$ cat config.mk
export PLATFORM = sky130hd
export DESIGN_NAME = prv32_ex_mem_stage
export DESIGN_NICKNAME = d
export VERILOG_FILES = /design/src/rtl/prv32_ex_mem_stage.sv
export SDC_FILE = /design/constraint.sdc
export NUM_CORES = 1
export LEC_CHECK = 0
export BUFFER_PORTS_ARGS = -buffer_cell sky130_fd_sc_hd__buf_2
export CAP_MARGIN = 10
export CORE_MARGIN = 3
export CORE_UTILIZATION = 40
export DETAILED_ROUTE_END_ITERATION = 10
export PLACE_DENSITY = 0.82
export SYNTH_ARGS = -nofsm -noshare
export SYNTH_HDL_FRONTEND = slang
export SYNTH_SLANG_ARGS = --single-unit
$ cat constraint.sdc
create_clock -name clk -period 2.1 [get_ports clk]
set_input_delay 0.315 -clock clk [delete_from_list [all_inputs] [get_ports clk]]
set_output_delay 0.315 -clock clk [all_outputs]
set_load 0.02 [all_outputs]
$ cat src/rtl/prv32_ex_mem_stage.sv
// EX->MEM pipeline register: captures ALU result, resolves branch/jump, pulses redirect or misalign trap.
// Optional BRANCH_STATS_EN adds stat_branches/stat_taken counters.
module prv32_ex_mem_stage #(
    parameter logic [31:0] RESET_PC = 32'h0000_0000
) (
    input  logic        clk,
    input  logic        rst_n,
    input  logic        ex_valid,
    output logic        ex_ready,
    input  logic [31:0] alu_r,
    input  logic        cf,
    input  logic        zf,
    input  logic        vf,
    input  logic        sf,
    input  logic        is_branch,
    input  logic        is_jump,
    input  logic [2:0]  funct3,
    input  logic [31:0] target_pc,
    input  logic [31:0] pc_plus4,
    input  logic [31:0] rs2_data,
    input  logic [4:0]  rd,
    input  logic        reg_write,
    input  logic        mem_read,
    input  logic        mem_write,
    input  logic        flush,
    output logic        mem_valid,
    input  logic        mem_ready,
    output logic [31:0] mem_result,
    output logic [31:0] mem_store_data,
    output logic [4:0]  mem_rd,
    output logic        mem_reg_write,
    output logic        mem_mem_read,
    output logic        mem_mem_write,
    output logic        redirect,
    output logic [31:0] redirect_pc,
    output logic        misalign_trap
`ifdef BRANCH_STATS_EN
    ,
    output logic [31:0] stat_branches,
    output logic [31:0] stat_taken
`endif
);

    localparam int unsigned XLEN = 32;
    localparam int unsigned REGW = 5;

    logic            valid_q, valid_d;
    logic [XLEN-1:0] result_q, result_d;
    logic [XLEN-1:0] sdata_q, sdata_d;
    logic [REGW-1:0] rd_q, rd_d;
    logic            rw_q, rw_d, mr_q, mr_d, mw_q, mw_d;
    logic            redirect_q, redirect_d;
    logic            trap_q, trap_d;
    logic [XLEN-1:0] rpc_q, rpc_d;

    logic accept_c, cond_c, taken_c, misaligned_c;

    assign ex_ready     = ~flush & (~valid_q | mem_ready);
    assign accept_c     = ex_valid & ex_ready;
    assign taken_c      = is_jump | (is_branch & cond_c);
    assign misaligned_c = taken_c & (target_pc[1:0] != 2'b00);

    // Branch condition from subtract-mode flags (rs1 - rs2)
    always_comb begin
        cond_c = 1'b0;
        case (funct3)
            3'b000:  cond_c = zf;
            3'b001:  cond_c = ~zf;
            3'b100:  cond_c = sf ^ vf;
            3'b101:  cond_c = ~(sf ^ vf);
            3'b110:  cond_c = ~cf;
            3'b111:  cond_c = cf;
            default: cond_c = 1'b0;
        endcase
    end

    always_comb begin
        valid_d    = valid_q;
        result_d   = result_q;
        sdata_d    = sdata_q;
        rd_d       = rd_q;
        rw_d       = rw_q;
        mr_d       = mr_q;
        mw_d       = mw_q;
        rpc_d      = rpc_q;
        redirect_d = 1'b0;
        trap_d     = 1'b0;
        if (flush) begin
            valid_d = 1'b0;
        end else if (accept_c) begin
            valid_d    = 1'b1;
            result_d   = is_jump ? pc_plus4 : alu_r;
            sdata_d    = rs2_data;
            rd_d       = rd;
            // A trapped entry still advances but must not commit side effects
            rw_d       = reg_write & ~misaligned_c;
            mr_d       = mem_read  & ~misaligned_c;
            mw_d       = mem_write & ~misaligned_c;
            redirect_d = taken_c & ~misaligned_c;
            trap_d     = misaligned_c;
            if (taken_c && !misaligned_c) begin
                rpc_d = target_pc;
            end
        end else if (mem_ready) begin
            valid_d = 1'b0;
        end
    end

    always_ff @(posedge clk or negedge rst_n) begin
        if (!rst_n) begin
            valid_q    <= 1'b0;
            result_q   <= '0;
            sdata_q    <= '0;
            rd_q       <= '0;
            rw_q       <= 1'b0;
            mr_q       <= 1'b0;
            mw_q       <= 1'b0;
            redirect_q <= 1'b0;
            trap_q     <= 1'b0;
            rpc_q      <= RESET_PC;
        end else begin
            valid_q    <= valid_d;
            result_q   <= result_d;
            sdata_q    <= sdata_d;
            rd_q       <= rd_d;
            rw_q       <= rw_d;
            mr_q       <= mr_d;
            mw_q       <= mw_d;
            redirect_q <= redirect_d;
            trap_q     <= trap_d;
            rpc_q      <= rpc_d;
        end
    end

    assign mem_valid      = valid_q;
    assign mem_result     = result_q;
    assign mem_store_data = sdata_q;
    assign mem_rd         = rd_q;
    assign mem_reg_write  = rw_q;
    assign mem_mem_read   = mr_q;
    assign mem_mem_write  = mw_q;
    assign redirect       = redirect_q;
    assign redirect_pc    = rpc_q;
    assign misalign_trap  = trap_q;

`ifdef BRANCH_STATS_EN
    logic [XLEN-1:0] br_cnt_q, br_cnt_d, tk_cnt_q, tk_cnt_d;

    // Counters wrap naturally at 2^32
    always_comb begin
        br_cnt_d = br_cnt_q;
        tk_cnt_d = tk_cnt_q;
        if (accept_c && is_branch) br_cnt_d = br_cnt_q + XLEN'(1);
        if (accept_c && taken_c)   tk_cnt_d = tk_cnt_q + XLEN'(1);
    end

    always_ff @(posedge clk or negedge rst_n) begin
        if (!rst_n) begin
            br_cnt_q <= '0;
            tk_cnt_q <= '0;
        end else begin
            br_cnt_q <= br_cnt_d;
            tk_cnt_q <= tk_cnt_d;
        end
    end

    assign stat_branches = br_cnt_q;
    assign stat_taken    = tk_cnt_q;
`endif

endmodule

==> impl_metrics.env <==
export IMPL_status="finished clean"
export IMPL_rows=39
export IMPL_path_max_fanout=58
export IMPL_critical_path_buf_inv_count=1
export IMPL_cts_max_path_buffers=2
export IMPL_fin_hold_ws_ps=183
export IMPL_htree_levels=3
export IMPL_antenna_found_initial=2
export IMPL_synth_cell_types=28
export IMPL_syn_num_nets=539
export IMPL_path_delay_family="simple AND/OR/NAND/NOR gates"
export IMPL_syn_cell_area_mm2=0.00479
export IMPL_synth_ff_type="dfrtp_1"
export IMPL_cts_root_buffer="clkbuf_16"
export IMPL_yosys_area_top_type_share_pct=55.9
export IMPL_grt_pass1_vias=3844
export IMPL_leakage_nw=3.41
export IMPL_fin_nets=791
export IMPL_synth_compound_area_share_pct=14.8
export IMPL_synth_xor_area_share_pct=0.470
export IMPL_powerDensity_mw_per_mm2=938
export IMPL_pin_count=258
export IMPL_crit_chain="nand2b_1 -> and3_4 -> buf_4 -> nor2_1 -> a21oi_1"
export IMPL_slew_headroom_pct=63.4
export IMPL_end_kind="flop"
export IMPL_yosys_area_share_adder_pct=0
export IMPL_grt_max_degree=59
export IMPL_die_w_um=115
export IMPL_cts_setup_buffers=0
export IMPL_place_inst=772
export IMPL_die_h_um=115
export IMPL_drv_slew=0
export IMPL_cp_start_kind="flop"
export IMPL_crit_required_ps=2350
export IMPL_wirelength_um=12700
export IMPL_initial_core_util_pct=41.4
export IMPL_cpMaxStageDelayCell="buf_4"
export IMPL_fmax_mhz=570
export IMPL_ys_top_cells_by_count="dfrtp_1, mux2_2, nor2_1"
export IMPL_synthMuxAreaShare_pct=16.1
export IMPL_area_growth_pct=37.1
export IMPL_ys_async_sr_fraction_pct=100
export IMPL_syn_avg_cell_area_um2=12.3
export IMPL_cp_data_arrival_time_ps=2000
export IMPL_finalSetupViolCount=0
export IMPL_hold_viol=0
export IMPL_synth_seq_area_share_pct=55.9
export IMPL_synth_simple_gate_area_share_pct=6.89
export IMPL_synth_top_cell_by_area="dfrtp_1"
export IMPL_finalCritPeriodShare_pct=83.5
export IMPL_grt_pass1_wl_um=19100
export IMPL_drt_iter0_drc=154
export IMPL_dp_slack_ps=244
export IMPL_fillerInstances=1011
export IMPL_gp_congestion=0.736
export IMPL_cts_sinks=107
export IMPL_globalRoute_totalOverflow=0
export IMPL_wl_per_cell_um=16.1
export IMPL_vias_per_cell=4.88
export IMPL_path_clk_slew_ps=70
export IMPL_synth_top_family_by_area="multiplexers"
export IMPL_synth_edf_count=0
export IMPL_fin_crit_ps=1750
export IMPL_irDropWorstVdd_mv=0.400
export IMPL_drcViolationCount=0
export IMPL_clk_latency_ps=330
export IMPL_drive_above_1_share_pct=55.0
export IMPL_synth_seq_cells=107
export IMPL_maxCapViolCount=0
export IMPL_tightest_slew_ps=550
export IMPL_synthTopCellsByArea="dfrtp_1, mux2_2, o32ai_2, mux2i_1, a21oi_1"
export IMPL_dp_hpwl_um=10000
export IMPL_rsz0062_at_grt="no"
export IMPL_io_buffers=257
export IMPL_dr_pass1_iters=4
export IMPL_cts_tree="built"
export IMPL_clock_skew_ps=8.61
export IMPL_via_count=3862
export IMPL_cts_buffers=9
export IMPL_yosys_warnings=0
export IMPL_fin_setup_tns_ps=0
export IMPL_track_usage_pct=18.4
export IMPL_core_mm2=0.0116
export IMPL_hold_class="input port to flop"
export IMPL_drtAntennaViolNets=0
export IMPL_synthCells=389
export IMPL_crit_type="flop to flop"
export IMPL_yosysMostFrequentCell="dfrtp_1"
export IMPL_max_stage_delay_ps=490
export IMPL_die_area_mm2=0.0133
export IMPL_worst_slack_ps=346
export IMPL_final_cells=791
final cells by class:
class / count / area [µm²] / share of cell area, %
flip-flops and latches: 107 / 2680 / 40.8
well taps: 143 / 179 / 2.72
repair buffers: 269 / 1420 / 21.6
inverters: 32 / 120 / 1.83
clock buffers: 13 / 260 / 3.96
clock inverters: 3 / 68.8 / 1.05
diodes: 2 / 5.00 / 0.0762
multi-input cells: 222 / 1840 / 28.0
where the power goes:
part	switching (mW)	total [mW]	internal (mW)
Combinational	1.03	1.72	0.689
Clock	0.702	1.82	1.12
Sequential	0.199	2.63	2.43
Total	1.93	6.16	4.23
sequential cells by signal (all words and copies together) (netlist names):
signal / flops
mem_mem_read: 1
mem_mem_write: 1
mem_rd: 5
mem_reg_write: 1
mem_result: 32
mem_store_data: 32
mem_valid: 1
misalign_trap: 1
redirect: 1
redirect_pc: 32
path summary, 6_finish.rpt:
kind / from / endpoint / slack, ps / depth (start not counted)
max in group asynchronous: rst_n / mem_result[20] / 1000 / 3
setup reg to reg: mem_valid / mem_result[16] / 350 / 5
hold / removal: flush / mem_valid / 180 / 2
hold reg to reg: redirect_pc[0] / redirect_pc[0] / 490 / 1
setup / recovery: mem_valid / mem_result[16] / 350 / 5
min in group asynchronous: rst_n / redirect_pc[9] / 450 / 2
per-layer routing:
metal	GRT usage, %	vias to the layer above	part of all wire (%)
li1	-	1857	-
met1	21.1	1826	38
met2	33.3	164	52
met3	4.39	15	8.3
met4	6.96	0	1.7
met5	0	-	0
worst reg2reg max path, stage by stage (launching register included):
cell and delay, ps:
dfrtp_1 400, nand2b_1 130, and3_4 360, buf_4 490, nor2_1 130, a21oi_1 160
cell families (layout without fill, tap and decap cells):
logic type	Yosys count	count (layout)
AO/OA/AOI/OAI	71	71
XOR/XNOR	1	1
buffers and inverters	60	317
multiplexers	72	72
AND/OR/NAND/NOR	78	78
other	0	2
flip-flops	107	107
per-stage QoR:
stage / util, % / power [mW] / instance area (µm²)
after floorplan: - / 3.67 / 4790
after global placement: 53.8 / 4.33 / 6220
after detailed placement: 53.8 / 4.40 / 6220
after CTS: 56.7 / 6.24 / 6560
after global routing: 56.8 / 6.49 / 6570
final: 56.8 / 6.16 / 6570
cell usage in the layout, fill, tap and decap left out, types with 2 or more instances in the layout:
cell type	n
dfrtp_1	107
bufinv_16	2
o31a_2	3
mux2_2	40
buf_12	3
o32ai_2	26
nor2_1	37
o21a_1	2
buf_4	9
o32ai_1	4
a21oi_1	32
nand2_1	31
clkbuf_1	2
clkbuf_8	2
diode_2	2
nor3b_1	2
mux2i_1	32
nand4_1	2
inv_1	32
buf_2	256
clkbuf_16	9
what timing repair did:
action	CTS	global route
resized for setup	0	0
endpoints found under the setup margin	0	0
hold endpoints to repair	30	0
hold buffers	1	0
No activity file was read; power rests on OpenSTA's default activity.
